`config.mk`:
```
export PLATFORM = sky130hd
export DESIGN_NAME = instr_encoder_flat
export DESIGN_NICKNAME = d
export VERILOG_FILES = /design/src/rtl/instr_encoder_if.sv /design/src/rtl/instr_encoder.sv /design/src/flat_wrapper.sv
export SDC_FILE = /design/constraint.sdc
export NUM_CORES = 1
export LEC_CHECK = 0
export CORE_MARGIN = 10
export CORE_UTILIZATION = 45
export CTS_BUF_LIST = sky130_fd_sc_hd__clkbuf_8
export CTS_CLUSTER_DIAMETER = 50
export DETAILED_ROUTE_END_ITERATION = 10
export PLACE_DENSITY = 0.75
export SLEW_MARGIN = 0
export SYNTH_ARGS = -nofsm -noshare
export SYNTH_HDL_FRONTEND = slang
export SYNTH_SLANG_ARGS = --single-unit
```
`constraint.sdc`:
```
create_clock -name clock -period 5.3 [get_ports clock]
set_input_delay 1.06 -clock clock [delete_from_list [all_inputs] [get_ports clock]]
set_output_delay 1.06 -clock clock [all_outputs]
set_load 0.02 [all_outputs]
```
`src/rtl/instr_encoder_if.sv`:
```
// Request/instruction handshake bundle for instr_encoder.
// master drives requests and accepts words; slave is the encoder.
interface instr_encoder_if #(
  parameter int unsigned CNT_W = 16
);
  logic             req_valid;
  logic             req_ready;
  logic [4:0]       req_op;
  logic [11:0]      req_k;
  logic             instr_valid;
  logic             instr_ready;
  logic [14:0]      instr;
  logic             instr_last;
  logic             err;
  logic [CNT_W-1:0] word_cnt;

  modport master (
    output req_valid, req_op, req_k, instr_ready,
    input  req_ready, instr_valid, instr, instr_last, err, word_cnt
  );

  modport slave (
    input  req_valid, req_op, req_k, instr_ready,
    output req_ready, instr_valid, instr, instr_last, err, word_cnt
  );
endinterface

```
`src/rtl/instr_encoder.sv`:
```
// Encodes mnemonic requests into 15-bit instruction words; extracodes are
// emitted as a 00006 prefix word followed by the main word.
module instr_encoder #(
  parameter int unsigned CNT_W = 16
) (
  input  logic          clock,
  input  logic          rst_l,
  input  logic          flush,
  instr_encoder_if.slave bus
);

  typedef enum logic [1:0] {IDLE, PREFIX, MAIN} state_t;

  localparam logic [14:0]      PREFIX_WORD = 15'o00006;
  localparam logic [CNT_W-1:0] CNT_ONE     = CNT_W'(1);

  state_t           state_q, state_d;
  logic [14:0]      word_q, word_d;
  logic             err_q, err_d;
  logic [CNT_W-1:0] cnt_q;

  logic [14:0] enc_word;
  logic        enc_extra;
  logic        enc_illegal;
  logic [4:0]  io_sub;
  logic        k_hi10;   // K > o1777
  logic        k_hi9;    // K > o777
  logic        handshake;

  assign k_hi10 = |bus.req_k[11:10];
  assign k_hi9  = |bus.req_k[11:9];

  always_comb begin
    enc_word    = '0;
    enc_extra   = 1'b0;
    enc_illegal = 1'b0;
    io_sub      = bus.req_op - 5'd13;
    case (bus.req_op)
      5'd0: begin
        enc_word    = {3'o0, bus.req_k};
        enc_illegal = (bus.req_k == 12'd2) || (bus.req_k == 12'd4) ||
                      (bus.req_k == 12'd6);
      end
      5'd1:  enc_word = 15'o00002;
      5'd2: begin
        enc_word    = {3'o1, bus.req_k};
        enc_illegal = !k_hi10;
      end
      5'd3:  enc_word = {3'o3, bus.req_k};
      5'd4:  enc_word = {3'o4, bus.req_k};
      5'd5:  enc_word = {3'o6, bus.req_k};
      5'd6:  enc_word = {3'o7, bus.req_k};
      5'd7:  begin enc_word = {3'o2, 2'b01, bus.req_k[9:0]}; enc_illegal = k_hi10; end
      5'd8:  begin enc_word = {3'o2, 2'b10, bus.req_k[9:0]}; enc_illegal = k_hi10; end
      5'd9:  begin enc_word = {3'o2, 2'b11, bus.req_k[9:0]}; enc_illegal = k_hi10; end
      5'd10: begin enc_word = {3'o5, 2'b00, bus.req_k[9:0]}; enc_illegal = k_hi10; end
      5'd11: begin enc_word = {3'o5, 2'b10, bus.req_k[9:0]}; enc_illegal = k_hi10; end
      5'd12: begin enc_word = {3'o5, 2'b11, bus.req_k[9:0]}; enc_illegal = k_hi10; end
      5'd13, 5'd14, 5'd15, 5'd16, 5'd17, 5'd18, 5'd19: begin
        enc_word    = {3'o0, io_sub[2:0], bus.req_k[8:0]};
        enc_extra   = 1'b1;
        enc_illegal = k_hi9;
      end
      5'd20: begin
        enc_word    = {3'o1, bus.req_k};
        enc_extra   = 1'b1;
        enc_illegal = !k_hi10;
      end
      5'd21: begin
        enc_word    = {3'o1, bus.req_k};
        enc_extra   = 1'b1;
        enc_illegal = k_hi10;
      end
      5'd22: begin enc_word = {3'o2, 2'b01, bus.req_k[9:0]}; enc_extra = 1'b1; enc_illegal = k_hi10; end
      5'd23: begin enc_word = {3'o2, 2'b10, bus.req_k[9:0]}; enc_extra = 1'b1; enc_illegal = k_hi10; end
      5'd24: begin enc_word = {3'o2, 2'b11, bus.req_k[9:0]}; enc_extra = 1'b1; enc_illegal = k_hi10; end
      5'd25: begin enc_word = {3'o5, bus.req_k}; enc_extra = 1'b1; end
      5'd26: begin
        enc_word    = {3'o6, bus.req_k};
        enc_extra   = 1'b1;
        enc_illegal = !k_hi10;
      end
      5'd27: begin
        enc_word    = {3'o6, bus.req_k};
        enc_extra   = 1'b1;
        enc_illegal = k_hi10;
      end
      5'd28: begin enc_word = {3'o7, bus.req_k}; enc_extra = 1'b1; end
      default: enc_illegal = 1'b1;
    endcase
  end

  assign handshake = (state_q != IDLE) && bus.instr_ready;

  always_comb begin
    state_d = state_q;
    word_d  = word_q;
    err_d   = 1'b0;
    case (state_q)
      IDLE: begin
        if (bus.req_valid) begin
          if (enc_illegal) begin
            err_d = 1'b1;
          end else begin
            word_d  = enc_word;
            state_d = enc_extra ? PREFIX : MAIN;
          end
        end
      end
      PREFIX:  if (bus.instr_ready) state_d = MAIN;
      MAIN:    if (bus.instr_ready) state_d = IDLE;
      default: state_d = IDLE;
    endcase
    // Flush overrides both acceptance and any handshake in this cycle.
    if (flush) begin
      state_d = IDLE;
      err_d   = 1'b0;
    end
  end

  always_ff @(posedge clock) begin
    if (!rst_l) begin
      state_q <= IDLE;
      word_q  <= '0;
      err_q   <= 1'b0;
      cnt_q   <= '0;
    end else begin
      state_q <= state_d;
      word_q  <= word_d;
      err_q   <= err_d;
      if (handshake && !flush) cnt_q <= cnt_q + CNT_ONE;
    end
  end

  // All outputs decode from registered state only.
  assign bus.req_ready   = (state_q == IDLE);
  assign bus.instr_valid = (state_q != IDLE);
  assign bus.instr_last  = (state_q == MAIN);
  assign bus.instr       = (state_q == MAIN)   ? word_q      :
                           (state_q == PREFIX) ? PREFIX_WORD : '0;
  assign bus.err         = err_q;
  assign bus.word_cnt    = cnt_q;

endmodule
```
`src/flat_wrapper.sv`:
```
// flat-port wrapper written by rule: the top's interface ports become plain ports
module instr_encoder_flat 
#(
  parameter int unsigned CNT_W = 16
)
  (clock, rst_l, flush, bus_req_valid, bus_req_op, bus_req_k, bus_instr_ready, bus_req_ready, bus_instr_valid, bus_instr, bus_instr_last, bus_err, bus_word_cnt);
  instr_encoder_if #(.CNT_W(CNT_W)) bus_i ();
  input  logic clock;
  input  logic rst_l;
  input  logic flush;
  input wire logic [$bits(bus_i.req_valid)-1:0] bus_req_valid;
  input wire logic [$bits(bus_i.req_op)-1:0] bus_req_op;
  input wire logic [$bits(bus_i.req_k)-1:0] bus_req_k;
  input wire logic [$bits(bus_i.instr_ready)-1:0] bus_instr_ready;
  output wire logic [$bits(bus_i.req_ready)-1:0] bus_req_ready;
  output wire logic [$bits(bus_i.instr_valid)-1:0] bus_instr_valid;
  output wire logic [$bits(bus_i.instr)-1:0] bus_instr;
  output wire logic [$bits(bus_i.instr_last)-1:0] bus_instr_last;
  output wire logic [$bits(bus_i.err)-1:0] bus_err;
  output wire logic [$bits(bus_i.word_cnt)-1:0] bus_word_cnt;
  assign bus_i.req_valid = bus_req_valid;
  assign bus_i.req_op = bus_req_op;
  assign bus_i.req_k = bus_req_k;
  assign bus_i.instr_ready = bus_instr_ready;
  assign bus_req_ready = bus_i.req_ready;
  assign bus_instr_valid = bus_i.instr_valid;
  assign bus_instr = bus_i.instr;
  assign bus_instr_last = bus_i.instr_last;
  assign bus_err = bus_i.err;
  assign bus_word_cnt = bus_i.word_cnt;
  instr_encoder #(.CNT_W(CNT_W)) u_core (.clock(clock), .rst_l(rst_l), .flush(flush), .bus(bus_i));
endmodule
```
==> impl_results.md, run 1 <==
* Pin count of the biggest net entering global routing at 26
* Post-route standard cell area excluding fillers at 0.00291 mm^2
* Crit Reg-Reg Endpoint: u_core.bus.word_cnt[15]$_SDFFE_PN0P_
* Clock tree from TritonCTS: done
* Effective utilization at floorplan at 47.0%
* Post-synthesis sequential element count at 34
* Final Slew Violations at 0
* DR vias at ~2100
* Number of flops mapped to enable cells by yosys at 0
* Insertion delay to the later sink of the worst-skew pair at between 200 and 300 ps
* F_max at ~0.27 GHz
* Synth Area in Simple Gates at between 30% and 40%
* Cell area power density at approximately 200 mW/mm^2
* Avg Vias per Cell at roughly 5.4
* First DRT Iteration DRCs at 101
* Final routed wire length divided by cell count at between 10 and 15 um
* Buffer type at the clock tree root: sky130_fd_sc_hd__clkbuf_8
* Worst Hold Path EP: u_core.word_q[3]$_SDFFE_PN0P_
* Synth area leader: sky130_fd_sc_hd__dfxtp_1
* Commonest non-fill, non-tap cell in the layout: sky130_fd_sc_hd__clkdlybuf4s50_1
* Crit path max-delay family: simple AND/OR/NAND/NOR gates
* Initial antenna violation count at 0
* Max IR drop VDD at 0.0000849 V
* Post-Synthesis Net Count at 311
* Post-synthesis share of cell area spent on full adders, half adders and majority gates at 3.34%
* Global-route total usage across every layer at 13.6%
* Combined area of all synthesized cells at between 0.002 and 0.0025 mm^2
* # setup viols final at 0
* Slack of the worst reg-to-reg path at 3210 ps
* Total half-perimeter wirelength after legalization and detailed placement at roughly 4400 um
* Worst Reg-to-Reg Cells at 5
* Primary FF master, synth: sky130_fd_sc_hd__dfxtp_1
* Crit path kind: input pin to register
* Buffer count from post-CTS setup fixing at 0
* Synth cell types at 61
* Synthesized area per cell at slightly below 8 um^2
* Clock Pin Slew Worst Setup and Hold Paths at about 70 ps
* Run status: completed
* H-Tree Depth at 2
* Startpoint of the lowest-slack hold path: u_core.word_q[3]$_SDFFE_PN0P_
* Port Buf Inserts at 56
* Total CTS buffers at 5
* Register area at 681 um^2
* Async set-or-reset flop fraction in the synthesized netlist at 0%
* Post-cts hold buffer count at 0
* Post-detailed-routing wire length at between 5000 and 6000 um
* Residual DRC at 0
* Mux share of post-synthesis cell area at 7.57%
* Leading cell types by total area after synthesis: sky130_fd_sc_hd__dfxtp_1 (30%), sky130_fd_sc_hd__mux2i_1 (7.6%), sky130_fd_sc_hd__nand2_1 (7.3%)
* Antenna-violating nets left at 0
* Area Growth Syn to Fin at 29.4%
* Type of destination of the critical path: register
* Buffers plus inverters on the worst setup path at 2
* Class of the tightest hold or removal check: register to register
* Count of instances resized after the clock tree is built at 0
* Multi-input combinational cell area at ~0.0015 mm^2
* RSZ-0062 raised after global routing: no
* R2r startpoint: u_core.state_q[1]$_SDFFE_PP0P_
* Total congestion overflow after global routing at 0
* Die width at 90.7 um
* Worst Clk Skew at between 5 and 6 ps
* Routability Congestion at between 0.9 and 1
* # fillers at between 400 and 500
* Largest fanout on the critical path at 15
* Gate count after technology mapping at 283
* Largest stage delay, worst path at 520 ps
* Critical Path Slowest Stage Cell: sky130_fd_sc_hd__clkdlybuf4s50_1
* Number of nets in the final layout at 358
* Synth Area in XOR/XNOR at 5.84%
* Hold-critical path depth at 2
* First-pass DRT Iterations at 4
* Yosys Warn Count at 0
* Leakage at 0.00114 uW
* Max-cap violations at 0
* Tightest Pin Transition at 790 ps
* Number of antenna cells inserted at 0
* Instance area after placement at around 0.0028 mm^2
* Total negative slack at 0 ps
* Fraction of layout instances using a drive strength above 1 at 4.53%
* Number of rows created at floorplan at 25
* Data arrival time at the worst-slack endpoint at between 3000 and 4000 ps
* Final critical-path required period at 3700 ps
* Core Footprint at about 0.0048 mm^2
* Critical Path RT at between 5000 and 6000 ps
* Area of the die at between 0.008 and 0.009 mm^2
* CP cell instances: clkdlybuf4s50_1 -> inv_1 -> ha_1 -> nor3_1 -> a22o_1 -> or2_0 -> and3_1 -> nand3_4 -> o41ai_1
* CTS Sinks at 34
* Crit share post-route at 69.8%
* Type of origin of the critical path: input pin
* Worst slew margin relative to its limit at between 40% and 50%
* Total I/O pin count at 57
* Highest-count cells in the layout ignoring fill and taps: sky130_fd_sc_hd__clkdlybuf4s50_1 (56), sky130_fd_sc_hd__nand2_1 (44), sky130_fd_sc_hd__dfxtp_1 (34)
* Largest family of logic cells by synthesized area: simple AND/OR/NAND/NOR gates
* First-pass GRT wire length at approximately 9500 um
* Die Span Y at a little over 90 um
* Vias in the first global route at about 2000
* Hold violation count in the final report at 0
* Share of the synthesized area in the top cell type at a little under a third
* Share of the yosys chip area belonging to registers at 30.3%
* Synth Area in Compound Gates at about 16%
* Clock buffer depth at 2
[cell usage after synthesis, types with 2 or more instances]
master and instances:
sky130_fd_sc_hd__and2_1 14, sky130_fd_sc_hd__or3b_1 2, sky130_fd_sc_hd__dfxtp_1 34, sky130_fd_sc_hd__nand4_1 2, sky130_fd_sc_hd__ha_1 6, sky130_fd_sc_hd__xor2_1 10
sky130_fd_sc_hd__o32ai_1 2, sky130_fd_sc_hd__o221ai_1 2, sky130_fd_sc_hd__nand4b_1 2, sky130_fd_sc_hd__nor4_1 2, sky130_fd_sc_hd__xnor2_1 5, sky130_fd_sc_hd__nand2b_1 5
sky130_fd_sc_hd__o2bb2ai_1 2, sky130_fd_sc_hd__a21boi_0 3, sky130_fd_sc_hd__clkbuf_1 7, sky130_fd_sc_hd__buf_2 7, sky130_fd_sc_hd__and3_1 6, sky130_fd_sc_hd__nor2b_1 5
sky130_fd_sc_hd__o21ai_0 9, sky130_fd_sc_hd__nor2_1 31, sky130_fd_sc_hd__a31oi_1 2, sky130_fd_sc_hd__or3_1 3, sky130_fd_sc_hd__a22o_1 2, sky130_fd_sc_hd__and2b_1 2
sky130_fd_sc_hd__o31ai_1 3, sky130_fd_sc_hd__nand3_1 3, sky130_fd_sc_hd__inv_1 7, sky130_fd_sc_hd__a21oi_1 7, sky130_fd_sc_hd__nand3b_1 2, sky130_fd_sc_hd__mux2i_1 17
sky130_fd_sc_hd__nand2_1 44, sky130_fd_sc_hd__a21o_1 2, sky130_fd_sc_hd__o31a_1 2, sky130_fd_sc_hd__o211ai_1 2, sky130_fd_sc_hd__nor3_1 3
[layout make-up]
cell class	count	area share, %
flip-flops and latches	34	23.4
well taps	67	2.88
inverters	7	0.903
repair buffers	56	19.3
clock inverters	2	0.430
multi-input cells	226	50.3
clock buffers	6	2.84
[metal layers]
metal / vias to the layer above / routed length [um] / track usage [%] / share of wire (%)
li1: 1089 / - / - / -
met1: 966 / 2650 / 17.2 / 47
met2: 70 / 2550 / 21.5 / 45
met3: 6 / 358 / 3.91 / 6.4
met4: 0 / 74 / 4.38 / 1.3
met5: - / 0 / 0 / 0
[kinds of logic (layout without fill, tap and decap cells)]
| family | count (synthesis) | after routing |
|---|---|---|
| AOI/OAI and AO/OA | 50 | 50 |
| xor gates and xnor gates | 15 | 15 |
| adders and majority gates | 6 | 6 |
| buffers and inverters | 23 | 71 |
| DFF | 34 | 34 |
| muxes | 17 | 17 |
| and+or+nand+nor | 138 | 138 |
[worst max-delay path by stage]
stage,from,slack [ps],cells past startpoint,end
4_1_cts,bus_req_op[1],1600,9,u_core.state_q[0]$_SDFFE_PP0P_
6_report,bus_req_op[1],1600,9,u_core.state_q[0]$_SDFFE_PP0P_
2_1_floorplan,bus_req_op[0],2360,10,u_core.word_q[10]$_SDFFE_PN0P_
3_3_place_gp,bus_req_op[0],1390,9,u_core.state_q[0]$_SDFFE_PP0P_
5_1_grt,bus_req_op[1],1380,9,u_core.state_q[0]$_SDFFE_PP0P_
3_5_place_dp,bus_req_op[1],1330,9,u_core.state_q[0]$_SDFFE_PP0P_
[report_power, final]
part | total [uW] | internal (uW) | switching (uW)
registers | 267 | 263 | 3.57
clock network | 198 | 104 | 94.0
logic | 118 | 52.0 | 66.1
[metrics by stage]
step / hold slack, ps / worst slack [ps] / total power (uW) / util, % / cells
3_5_place_dp: 447 / 1330 / 390 / 58.8 / 390
4_1_cts: 458 / 1600 / 587 / 60.8 / 398
3_3_place_gp: 441 / 1390 / 390 / 58.8 / 390
5_1_grt: 479 / 1380 / 611 / 60.8 / 398
2_1_floorplan: 433 / 2360 / 353 / - / 283
6_report: 456 / 1600 / 583 / 60.8 / 398
[worst reg2reg max path: cells and delay by family, from the launching register on]
family | cells | cell delay, ps
AO/OA/AOI/OAI | 1 | 130
flip-flops | 1 | 380
AND/OR/NAND/NOR | 4 | 1500
[registers in the layout (all words and copies together) (netlist names)]
signal	count
u_core.bus.word_cnt	16
u_core.word_q	15
u_core.state_q	2
u_core.bus.err	1
Note: power is estimated with default switching activity, not from simulation.
==> inputs of run 2 (changes only) <==
==> constraint.sdc (replaced) <==
create_clock -name clock -period 3.85 [get_ports clock]
set_input_delay 0.77 -clock clock [delete_from_list [all_inputs] [get_ports clock]]
set_output_delay 0.77 -clock clock [all_outputs]
set_load 0.02 [all_outputs]
==> impl_results.md, run 2 (synthesis gave the netlist of run 1 again) <==
* CTS Sinks at 34 (unchanged)
* Pin count of the biggest net entering global routing at 22 (-15%)
* Setup Slack @ Placement at 337 ps (-992 ps)
* Worst slew margin relative to its limit at 55.6% (+9.0 points)
* Worst Reg-to-Reg Cells at 5 (unchanged)
* Type of origin of the critical path: input pin
* Largest fanout on the critical path at 14 (-1)
* Initial antenna violation count at 0 (unchanged)
* Total CTS buffers at 5 (unchanged)
* Highest-count cells in the layout ignoring fill and taps: sky130_fd_sc_hd__clkdlybuf4s50_1 (56), sky130_fd_sc_hd__nand2_1 (44), sky130_fd_sc_hd__dfxtp_1 (34)
* Max-cap violations at 0 (unchanged)
* Clock Pin Slew Worst Setup and Hold Paths at 70 ps (about the same)
* Count of instances resized after the clock tree is built at 0 (unchanged)
* Insertion delay to the later sink of the worst-skew pair at 280 ps (about the same)
* Hold-critical path depth at 2 (unchanged)
* Die width at 90.7 um (unchanged)
* Number of nets in the final layout at 365 (+2.0%)
* Data arrival time at the worst-slack endpoint at 3400 ps (-470 ps)
* Crit path kind: input pin to register
* Clock buffer depth at 2 (unchanged)
* Post-detailed-routing wire length at 5790 um (+2.8%)
* Buffer type at the clock tree root: sky130_fd_sc_hd__clkbuf_8
* Fraction of layout instances using a drive strength above 1 at 5.92% (+1.4 points)
* Core Footprint at 0.00479 mm^2 (unchanged)
* Total congestion overflow after global routing at 0 (unchanged)
* Area Growth Syn to Fin at 32.3%
* Worst-case hold slack at 456 ps (-0.141 ps)
* Tightest Pin Transition at 666 ps (-124 ps)
* RSZ-0062 raised after global routing: no
* Routability Congestion at 1.00 (+9.1%)
* Port Buf Inserts at 56 (unchanged)
* First-pass DRT Iterations at 4 (unchanged)
* Antenna-violating nets left at 0 (unchanged)
* First DRT Iteration DRCs at 157 (+55%)
* Total negative slack at 0 ps (unchanged)
* Type of destination of the critical path: register
* Buffer count from post-CTS setup fixing at 0 (unchanged)
* Avg Vias per Cell at 5.31 (-0.81%)
* Final critical-path required period at approximately 3200 ps
* Die Span Y at 90.7 um (unchanged)
* Hold violation count in the final report at 0 (unchanged)
* Vias in the first global route at 1950 (-1.3%)
* Final routed wire length divided by cell count at 14.3 um (+1.0%)
* Final Slew Violations at 0 (unchanged)
* DR vias at 2151 (+0.94%)
* Number of antenna cells inserted at 0 (unchanged)
* Crit share post-route at a little over four fifths
* Post-route setup slack at 608 ps (-991 ps)
* Number of rows created at floorplan at 25 (unchanged)
* Commonest non-fill, non-tap cell in the layout: sky130_fd_sc_hd__clkdlybuf4s50_1
* Residual DRC at 0 (unchanged)
* Total I/O pin count at 57 (unchanged)
* Cell area power density at 285 mW/mm^2 (+42%)
* Global-route total usage across every layer at 13.6% (about the same)
* Class of the tightest hold or removal check: register to register
* Effective utilization at floorplan at 47.0% (unchanged)
* First-pass GRT wire length at 9580 um (+0.59%)
* Flip-flop count of the largest register, all copies and words added at 16 (unchanged)
* Total half-perimeter wirelength after legalization and detailed placement at 4530 um (+3.4%)
* Critical Path RT at 4000 ps (-1470 ps)
* Worst Clk Skew at 7.25 ps (+1.62 ps)
* Max IR drop VDD at 0.000194 V (+130%)
* Clock tree from TritonCTS: done
* Leakage at 0.00118 uW (+4.2%)
* F_max at between 0.3 and 0.4 GHz
* Area of the die at 0.00822 mm^2 (unchanged)
* # fillers at 428 (-0.23%)
* Post-cts hold buffer count at 0 (unchanged)
* # setup viols final at 0 (unchanged)
* Run status: completed
* H-Tree Depth at 2 (unchanged)
==> run 2: path summary, 6_finish.rpt <==
path                                        from                                   end  slack (ps)
hold reg to reg    u_core.word_q[8]$_SDFFE_PN0P_         u_core.word_q[8]$_SDFFE_PN0P_         460
setup / recovery                   bus_req_op[1]         u_core.word_q[0]$_SDFFE_PN0P_         610
setup reg to reg  u_core.state_q[0]$_SDFFE_PP0P_  u_core.bus.word_cnt[15]$_SDFFE_PN0P_        1720
hold / removal     u_core.word_q[8]$_SDFFE_PN0P_         u_core.word_q[8]$_SDFFE_PN0P_         460
==> run 2: report_power, final <==
part,switching [uW],total [uW],internal (uW)
clock network,124,312,188
registers,5.20,367,362
logic,92.8,169,75.8
==> run 2: layout make-up <==
class / instances / area (um^2) / share of cell area (%)
clock inverter: 3 / 37.5 / 1.26
multi-input combinational: 226 / 1460 / 49.2
inverter: 7 / 26.3 / 0.883
sequential: 34 / 681 / 22.9
timing repair buffer: 63 / 613 / 20.6
tap: 67 / 83.8 / 2.82
clock buffer: 5 / 68.8 / 2.31
==> run 2: metal layers <==
layer | global-route usage [%] | share of wire (%)
met2 | 22.1 | 47
met1 | 17.2 | 45
met3 | 3.49 | 6.8
met4 | 3.58 | 1.2
met5 | 0 | 0
==> run 2: worst max-delay path, stage by stage <==
cell and delay (ps):
sky130_fd_sc_hd__clkdlybuf4s50_1 510, sky130_fd_sc_hd__inv_1 90, sky130_fd_sc_hd__ha_1 310, sky130_fd_sc_hd__nor3_1 450, sky130_fd_sc_hd__a22o_1 370, sky130_fd_sc_hd__or2_0 190, sky130_fd_sc_hd__and3_1 260, sky130_fd_sc_hd__nand3_4 90
sky130_fd_sc_hd__buf_4 220, sky130_fd_sc_hd__mux2i_1 140
==> run 2: metrics by stage <==
step / power, uW / instances / area, um^2 / util, %
floorplan: 485 / 283 / 2250 / -
global placement: 542 / 397 / 2870 / 59.9
detailed placement: 543 / 397 / 2870 / 59.9
CTS: 855 / 405 / 2970 / 62.1
global route: 892 / 405 / 2970 / 62.1
finish: 848 / 405 / 2970 / 62.1
